`config.mk`:
```
export PLATFORM = sky130hd
export DESIGN_NAME = md_frame_parser
export DESIGN_NICKNAME = d
export VERILOG_FILES = /design/src/rtl/md_pkg.sv /design/src/rtl/axis_reg_slice.sv /design/src/rtl/md_frame_parser.sv
export SDC_FILE = /design/constraint.sdc
export NUM_CORES = 1
export LEC_CHECK = 0
export ABC_AREA = 1
export CELL_PAD_IN_SITES_DETAIL_PLACEMENT = 0
export CELL_PAD_IN_SITES_GLOBAL_PLACEMENT = 1
export CORE_UTILIZATION = 36
export DETAILED_ROUTE_END_ITERATION = 8
export PLACE_DENSITY = 0.84
export REMOVE_ABC_BUFFERS = 1
export SYNTH_ARGS = -nofsm -noshare
export SYNTH_HDL_FRONTEND = slang
export SYNTH_SLANG_ARGS = --single-unit
```
`constraint.sdc`:
```
create_clock -name clk -period 5.5 [get_ports clk]
set_clock_uncertainty 0.15 [all_clocks]
set_input_delay 0.55 -clock clk [delete_from_list [all_inputs] [get_ports clk]]
set_output_delay 0.55 -clock clk [all_outputs]
set_load 0.02 [all_outputs]
```
`src/rtl/md_pkg.sv`:
```
// Shared definitions for the metadata header format used by the metadata inserter and the
// frame parser.
//   - Header field offsets and widths within the first beat of a frame.
//   - Parser state encoding.
//   - keep_from_len(): the byte-enable pattern for the last payload beat of a frame.
package md_pkg;

  localparam int unsigned MD_LEN_LSB = 0;
  localparam int unsigned MD_LEN_W   = 16;
  localparam int unsigned MD_SEQ_LSB = 16;
  localparam int unsigned MD_SEQ_W   = 16;
  localparam int unsigned MD_TAG_LSB = 32;
  localparam int unsigned MD_TAG_W   = 32;

  // Widest beat supported by keep_from_len (DW = 512).
  localparam int unsigned MAX_BPB = 64;

  typedef enum logic [1:0] {
    StHdr  = 2'd0,
    StPay  = 2'd1,
    StDrop = 2'd2,
    StPass = 2'd3
  } md_state_t;

  // Last-beat byte enables for a payload of len bytes on a bpb-byte bus: the low
  // (len mod bpb) bytes, or the whole beat when the length is a multiple of the beat size.
  // Bits at and above bpb are always 0.
  function automatic logic [MAX_BPB-1:0] keep_from_len(input logic [15:0] len,
                                                       input int unsigned bpb);
    logic [MAX_BPB-1:0] keep;
    int unsigned        rem;
    rem  = 32'(len) % bpb;
    keep = '0;
    for (int unsigned i = 0; i < MAX_BPB; i++) begin
      keep[i] = (i < bpb) && ((rem == 0) || (i < rem));
    end
    return keep;
  endfunction

endpackage

```
`src/rtl/axis_reg_slice.sv`:
```
// Single-stage AXI-Stream register slice.
// Ports:
//   clk, reset                  clock, synchronous active-high reset
//   i_s_tdata/tkeep/tlast       upstream beat
//   i_s_tvalid / o_s_tready     upstream handshake; ready whenever the stage is empty or draining
//   o_m_tdata/tkeep/tlast       registered beat
//   o_m_tvalid / i_m_tready     downstream handshake; valid holds with stable data until ready
module axis_reg_slice #(
  parameter int unsigned DW = 128,
  parameter int unsigned KW = DW / 8
) (
  input  logic          clk,
  input  logic          reset,
  input  logic [DW-1:0] i_s_tdata,
  input  logic [KW-1:0] i_s_tkeep,
  input  logic          i_s_tlast,
  input  logic          i_s_tvalid,
  output logic          o_s_tready,
  output logic [DW-1:0] o_m_tdata,
  output logic [KW-1:0] o_m_tkeep,
  output logic          o_m_tlast,
  output logic          o_m_tvalid,
  input  logic          i_m_tready
);

  logic [DW-1:0] r_tdata;
  logic [KW-1:0] r_tkeep;
  logic          r_tlast;
  logic          r_tvalid;
  logic          w_ready;

  assign w_ready = !r_tvalid || i_m_tready;

  always_ff @(posedge clk) begin
    if (reset) begin
      r_tdata  <= '0;
      r_tkeep  <= '0;
      r_tlast  <= 1'b0;
      r_tvalid <= 1'b0;
    end else if (w_ready) begin
      r_tvalid <= i_s_tvalid;
      if (i_s_tvalid) begin
        r_tdata <= i_s_tdata;
        r_tkeep <= i_s_tkeep;
        r_tlast <= i_s_tlast;
      end
    end
  end

  assign o_s_tready = w_ready;
  assign o_m_tdata  = r_tdata;
  assign o_m_tkeep  = r_tkeep;
  assign o_m_tlast  = r_tlast;
  assign o_m_tvalid = r_tvalid;

endmodule

```
`src/rtl/md_frame_parser.sv`:
```
// Metadata frame parser. The first beat of each frame carries a header {tag, seq, len}; the
// header is published on the md_* sideband, the payload is forwarded with tkeep regenerated
// from len and tlast checked against len. With md_enable low at frame start the frame passes
// through untouched.
// Ports:
//   clk, reset                 clock, synchronous active-high reset
//   md_enable                  sampled at frame start: 1 = parse header, 0 = pass-through
//   axis_in_*                  input stream (tkeep used only in pass-through)
//   axis_out_*                 payload stream, one register stage after the input
//   md_len/md_seq/md_tag       last accepted header fields
//   md_valid                   one-cycle pulse per accepted header
//   err_short / err_long       one-cycle pulses for early / missing input tlast
//   frame_cnt / err_cnt        wrapping counters of headers and error pulses
module md_frame_parser
  import md_pkg::*;
#(
  parameter int unsigned DW    = 128,
  parameter int unsigned CNT_W = 32
) (
  input  logic              clk,
  input  logic              reset,
  input  logic              md_enable,
  input  logic [DW-1:0]     axis_in_tdata,
  input  logic [DW/8-1:0]   axis_in_tkeep,
  input  logic              axis_in_tlast,
  input  logic              axis_in_tvalid,
  output logic              axis_in_tready,
  output logic [DW-1:0]     axis_out_tdata,
  output logic [DW/8-1:0]   axis_out_tkeep,
  output logic              axis_out_tlast,
  output logic              axis_out_tvalid,
  input  logic              axis_out_tready,
  output logic [15:0]       md_len,
  output logic [15:0]       md_seq,
  output logic [31:0]       md_tag,
  output logic              md_valid,
  output logic              err_short,
  output logic              err_long,
  output logic [CNT_W-1:0]  frame_cnt,
  output logic [CNT_W-1:0]  err_cnt
);

  localparam int unsigned BPB = DW / 8;

  md_state_t        r_state;
  logic [15:0]      r_cnt;
  logic [15:0]      r_exp_m1;
  logic [BPB-1:0]   r_last_keep;
  logic [15:0]      r_md_len;
  logic [15:0]      r_md_seq;
  logic [31:0]      r_md_tag;
  logic             r_md_valid;
  logic             r_err_short;
  logic             r_err_long;
  logic [CNT_W-1:0] r_frame_cnt;
  logic [CNT_W-1:0] r_err_cnt;

  logic               w_slice_ready;
  logic               w_in_tready;
  logic               w_fire;
  logic               w_is_last;
  logic [15:0]        w_hdr_len;
  logic [15:0]        w_hdr_seq;
  logic [31:0]        w_hdr_tag;
  logic [16:0]        w_exp;
  logic [15:0]        w_exp_m1;
  logic [MAX_BPB-1:0] w_keep_full;
  logic [BPB-1:0]     w_hdr_keep;
  logic               w_unused_keep;
  logic               w_s_tvalid;
  logic [BPB-1:0]     w_s_tkeep;
  logic               w_s_tlast;

  assign w_hdr_len = axis_in_tdata[MD_LEN_LSB +: MD_LEN_W];
  assign w_hdr_seq = axis_in_tdata[MD_SEQ_LSB +: MD_SEQ_W];
  assign w_hdr_tag = axis_in_tdata[MD_TAG_LSB +: MD_TAG_W];

  // Payload beats expected for this header: ceil(len / BPB).
  assign w_exp    = (17'(w_hdr_len) + 17'(BPB - 1)) / 17'(BPB);
  assign w_exp_m1 = 16'(w_exp - 17'd1);

  assign w_keep_full   = keep_from_len(w_hdr_len, BPB);
  assign w_hdr_keep    = w_keep_full[BPB-1:0];
  // Bits above BPB are always zero; folded here only so they are consumed.
  assign w_unused_keep = ^w_keep_full;

  // DROP swallows beats regardless of the output side.
  assign w_in_tready = (r_state == StDrop) ? 1'b1 : w_slice_ready;
  assign w_fire      = axis_in_tvalid && w_in_tready;
  assign w_is_last   = (r_cnt == r_exp_m1);

  // Beat presented to the output register. Only non-DROP states forward, and in those states
  // w_fire already implies the slice is ready.
  always_comb begin
    w_s_tvalid = 1'b0;
    w_s_tkeep  = '0;
    w_s_tlast  = 1'b0;
    unique case (r_state)
      StHdr: begin
        if (!md_enable) begin
          w_s_tvalid = w_fire;
          w_s_tkeep  = axis_in_tkeep;
          w_s_tlast  = axis_in_tlast;
        end
      end
      StPay: begin
        w_s_tvalid = w_fire;
        w_s_tkeep  = w_is_last ? r_last_keep : '1;
        w_s_tlast  = w_is_last || axis_in_tlast;
      end
      StPass: begin
        w_s_tvalid = w_fire;
        w_s_tkeep  = axis_in_tkeep;
        w_s_tlast  = axis_in_tlast;
      end
      default: begin
      end
    endcase
  end

  always_ff @(posedge clk) begin
    if (reset) begin
      r_state     <= StHdr;
      r_cnt       <= '0;
      r_exp_m1    <= '0;
      r_last_keep <= '0;
      r_md_len    <= '0;
      r_md_seq    <= '0;
      r_md_tag    <= '0;
      r_md_valid  <= 1'b0;
      r_err_short <= 1'b0;
      r_err_long  <= 1'b0;
      r_frame_cnt <= '0;
      r_err_cnt   <= '0;
    end else begin
      r_md_valid  <= 1'b0;
      r_err_short <= 1'b0;
      r_err_long  <= 1'b0;
      if (w_fire) begin
        unique case (r_state)
          StHdr: begin
            if (!md_enable) begin
              // A single-beat pass-through frame leaves us waiting for the next header.
              if (!axis_in_tlast) r_state <= StPass;
            end else begin
              r_md_len    <= w_hdr_len;
              r_md_seq    <= w_hdr_seq;
              r_md_tag    <= w_hdr_tag;
              r_md_valid  <= 1'b1;
              r_frame_cnt <= r_frame_cnt + 1'b1;
              r_cnt       <= '0;
              r_exp_m1    <= w_exp_m1;
              r_last_keep <= w_hdr_keep;
              if (axis_in_tlast) begin
                if (w_hdr_len != 16'd0) begin
                  r_err_short <= 1'b1;
                  r_err_cnt   <= r_err_cnt + 1'b1;
                end
              end else if (w_hdr_len == 16'd0) begin
                r_err_long <= 1'b1;
                r_err_cnt  <= r_err_cnt + 1'b1;
                r_state    <= StDrop;
              end else begin
                r_state <= StPay;
              end
            end
          end
          StPay: begin
            r_cnt <= r_cnt + 16'd1;
            if (axis_in_tlast) begin
              r_state <= StHdr;
              if (!w_is_last) begin
                r_err_short <= 1'b1;
                r_err_cnt   <= r_err_cnt + 1'b1;
              end
            end else if (w_is_last) begin
              r_err_long <= 1'b1;
              r_err_cnt  <= r_err_cnt + 1'b1;
              r_state    <= StDrop;
            end
          end
          StDrop: begin
            if (axis_in_tlast) r_state <= StHdr;
          end
          StPass: begin
            if (axis_in_tlast) r_state <= StHdr;
          end
          default: r_state <= StHdr;
        endcase
      end
    end
  end

  axis_reg_slice #(
    .DW (DW),
    .KW (BPB)
  ) u_out_slice (
    .clk        (clk),
    .reset      (reset),
    .i_s_tdata  (axis_in_tdata),
    .i_s_tkeep  (w_s_tkeep),
    .i_s_tlast  (w_s_tlast),
    .i_s_tvalid (w_s_tvalid),
    .o_s_tready (w_slice_ready),
    .o_m_tdata  (axis_out_tdata),
    .o_m_tkeep  (axis_out_tkeep),
    .o_m_tlast  (axis_out_tlast),
    .o_m_tvalid (axis_out_tvalid),
    .i_m_tready (axis_out_tready)
  );

  assign axis_in_tready = w_in_tready;
  assign md_len         = r_md_len;
  assign md_seq         = r_md_seq;
  assign md_tag         = r_md_tag;
  assign md_valid       = r_md_valid;
  assign err_short      = r_err_short;
  assign err_long       = r_err_long;
  assign frame_cnt      = r_frame_cnt;
  assign err_cnt        = r_err_cnt;

endmodule
```
==> impl_metrics.ini <==
[finish]
antenna-diode-count = 0
layoutNonFillerInstCount = 2776
synthToLayoutAreaGrowth_pct = 42.4
finish.net_count = 2390
most_used_cells_in_the_layout_excluding_fill_and_tap_cells = 426 x sky130_fd_sc_hd__clkdlybuf4s50_1, 368 x sky130_fd_sc_hd__nor2_1, 356 x sky130_fd_sc_hd__nand2_1
filler_cell_count = 3640
final_common_cell = sky130_fd_sc_hd__clkdlybuf4s50_1
layout-drive-gt1-share = 0.0512

[timing]
final_period_minus_worst_setup_slack_ps = 3140
finalSetupViolCount = 0
slew_violations = 0
worst_slew_margin_rel = 0.358
timing_hold_violations_final = 0
worst_slew_pin_slew_ps = 962
final_min_period_over_clock_period = 0.571
max_clock_freq_mhz = 318
grt_setup_unrepaired = no

[floorplanning]
row_count = 71
initial_utilization = 0.367
die_area_um2 = 39400
chipWidth_um = 198
core-area_um2 = 37800
num_io_pins = 428
die_y_um = 198

[route]
finalWirelength_um = 49100
dr.pass1.iters = 5
antenna_left = 0
viasPerCell = 4.98
dr.first_iter.drc_count = 778
wl_per_cell_um = 17.7
dr_total_vias = 13800
drc = 0

[outcome]
outcome = finished, final reports clean

[placement]
portBuffers = 427
dp_wirelength_um = 34500
place_inst = 2707
gpl.final_weighted_congestion = 0.945

[cts]
worstSkewPairLatency_ps = 560
cts_tree = yes
cts_post_setup_buffers_inserted = 0
clockRootBuffer = sky130_fd_sc_hd__clkbuf_16
cts_made_buffers = 38
cts.clk_slew.worst_paths_ps = 60
maximum_buffer_depth_of_the_clock_tree = 3
cts_repair_resize_count = 0
hold_buffers = 0
number_of_h_tree_levels = 2
tritoncts_sink_count = 325

[setup_path]
crit_path_top_delay_cell = sky130_fd_sc_hd__clkinv_2
crit_path_launch_type = input port
crit_required_ps = 5850
critPathTopFamily = buffers and inverters
nature_of_the_critical_path_endpoint = flop
setup.worst_path.class = in2reg
timing.critical_path.cells = clkdlybuf4s50_1 > nor2_1 > o21ai_4 > nand4_4 > buf_4 > nand2_2 > clkinv_2 > buf_4 > a22o_1
largest_driver_fanout_on_the_critical_path = 49
worst_ep_arrival_time_ps = 3490
timing.critical_path.mode_cell = sky130_fd_sc_hd__buf_4
cp_num_buf_inv = 4
critical-path-max-stage-delay_ps = 580

[power_and_ir_drop]
post-layout-total-power_mw = 6.50
pwr_density_cell_nw_per_um2 = 328
vdd_ir_max_mv = 0.243
leakage_nw = 7.62

[job]
cap_violations = 0

[grt]
tot_gr_track_use = 0.244
antenna_violations_before_repair = 1
first_global_vias = 13600
grt_max_degree = 93
grt_overflow_total = 0
grt_first_pass_wirelength_um = 75700

[hold_path]
hold_class = reg2reg

[synth]
synth.top_cell.area_share = 0.468
share_of_synthesized_area_occupied_by_flip_flops_and_latches = 0.468
synth_top_flop_cell = sky130_fd_sc_hd__dfxtp_1
dominant_cell_type_by_area_after_synthesis = sky130_fd_sc_hd__dfxtp_1
post_synth.cell_area_avg_um2 = 7.49
yosys_warning_total = 0
synth.ff_latch_count = 325
synthTopCellsByArea = sky130_fd_sc_hd__dfxtp_1 47%, sky130_fd_sc_hd__nor2_1 10%, sky130_fd_sc_hd__nand2_1 9.6%, sky130_fd_sc_hd__o21ai_0 6.6%, sky130_fd_sc_hd__a21oi_1 4.6%
synth.distinct_cells = 41
syn_inst = 1856
syn-cell-area_um2 = 13900
async_flop_share = 0
synth_enable_flop_cells = 0
cells by family after synthesis:
| kind of cell | Yosys count | synth area share |
|---|---|---|
| simple gates | 875 | 0.265 |
| compound gates | 400 | 0.161 |
| flops | 325 | 0.468 |
| buf+inv | 182 | 0.0573 |
| xor+xnor | 70 | 0.0441 |
| fa+ha+maj | 4 | 0.00360 |
final cells by class:
cell class,count,area (µm²),share of cell area
Multi-Input combinational cell,1349,6600,0.334
Sequential cell,325,6510,0.329
Timing Repair Buffer,437,4340,0.220
Clock buffer,55,1180,0.0594
Tap cell,511,639,0.0323
Inverter,85,325,0.0164
Clock inverter,14,195,0.00986
per-stage QoR:
stage	utilization	hold WS, ps	setup slack (ps)	area, µm²	setup TNS [ps]
final	0.523	292	2360	19800	0
after global routing	0.523	328	2100	19800	0
after CTS	0.523	293	2370	19800	0
after detailed placement	0.487	278	1800	18400	0
after global placement	0.487	280	1890	18400	0
after floorplan	-	264	-1080	13400	-124800
Yosys cell counts (3+ instances only):
master                     count
sky130_fd_sc_hd__nor3_1       29
sky130_fd_sc_hd__buf_4         3
sky130_fd_sc_hd__a31oi_1       6
sky130_fd_sc_hd__xnor2_1      23
sky130_fd_sc_hd__nand3b_1      6
sky130_fd_sc_hd__nand4_1      46
sky130_fd_sc_hd__ha_1          4
sky130_fd_sc_hd__nor2_4        4
sky130_fd_sc_hd__dfxtp_1     325
sky130_fd_sc_hd__buf_1         4
sky130_fd_sc_hd__nand3_1      41
sky130_fd_sc_hd__inv_2         7
sky130_fd_sc_hd__nand2_4       3
sky130_fd_sc_hd__nor2_1      369
sky130_fd_sc_hd__a21oi_1     128
sky130_fd_sc_hd__o21ai_0     184
sky130_fd_sc_hd__nand2_2       5
sky130_fd_sc_hd__clkbuf_1     49
sky130_fd_sc_hd__nor2_2        6
sky130_fd_sc_hd__a22o_1       52
sky130_fd_sc_hd__buf_2        33
sky130_fd_sc_hd__o21ai_1      21
sky130_fd_sc_hd__inv_1        78
sky130_fd_sc_hd__buf_6         8
sky130_fd_sc_hd__nand2_1     356
sky130_fd_sc_hd__xor2_1       47
state kept, by name (all words and copies together), names as in the netlist, 2 cells and up:
register,flops
u_out_slice.o_m_tdata,128
err_cnt,32
frame_cnt,32
md_tag,32
md_len,16
md_seq,16
r_cnt,16
r_last_keep,16
u_out_slice.o_m_tkeep,16
r_exp_m1,14
r_state,2
per-layer routing:
layer / GRT usage / up-vias / part of all wire
li1: - / 6880 / -
met1: 0.302 / 6446 / 0.42
met2: 0.406 / 441 / 0.47
met3: 0.0775 / 66 / 0.086
met4: 0.0630 / 2 / 0.019
met5: 0 / - / 0.00029
worst paths after layout:
kind | startpoint | end | slack (ps) | depth (start not counted)
min reg2reg | r_last_keep[11] | r_last_keep[11] | 290 | 2
max | axis_out_tready | md_seq[11] | 2360 | 9
max reg2reg | r_state[0] | md_seq[11] | 2390 | 9
min | r_last_keep[11] | r_last_keep[11] | 290 | 2
tightest hold or removal path, delay by kind of cell (launching register included):
family | cells | cell delay (ps)
AND/OR/NAND/NOR | 2 | 90
flip-flops | 1 | 320
where the power goes:
group | switching (mW) | internal, mW
Clock | 1.05 | 1.68
Combinational | 0.678 | 0.468
Sequential | 0.0958 | 2.52
Total | 1.83 | 4.67
No activity file was read; power rests on OpenSTA's default activity.
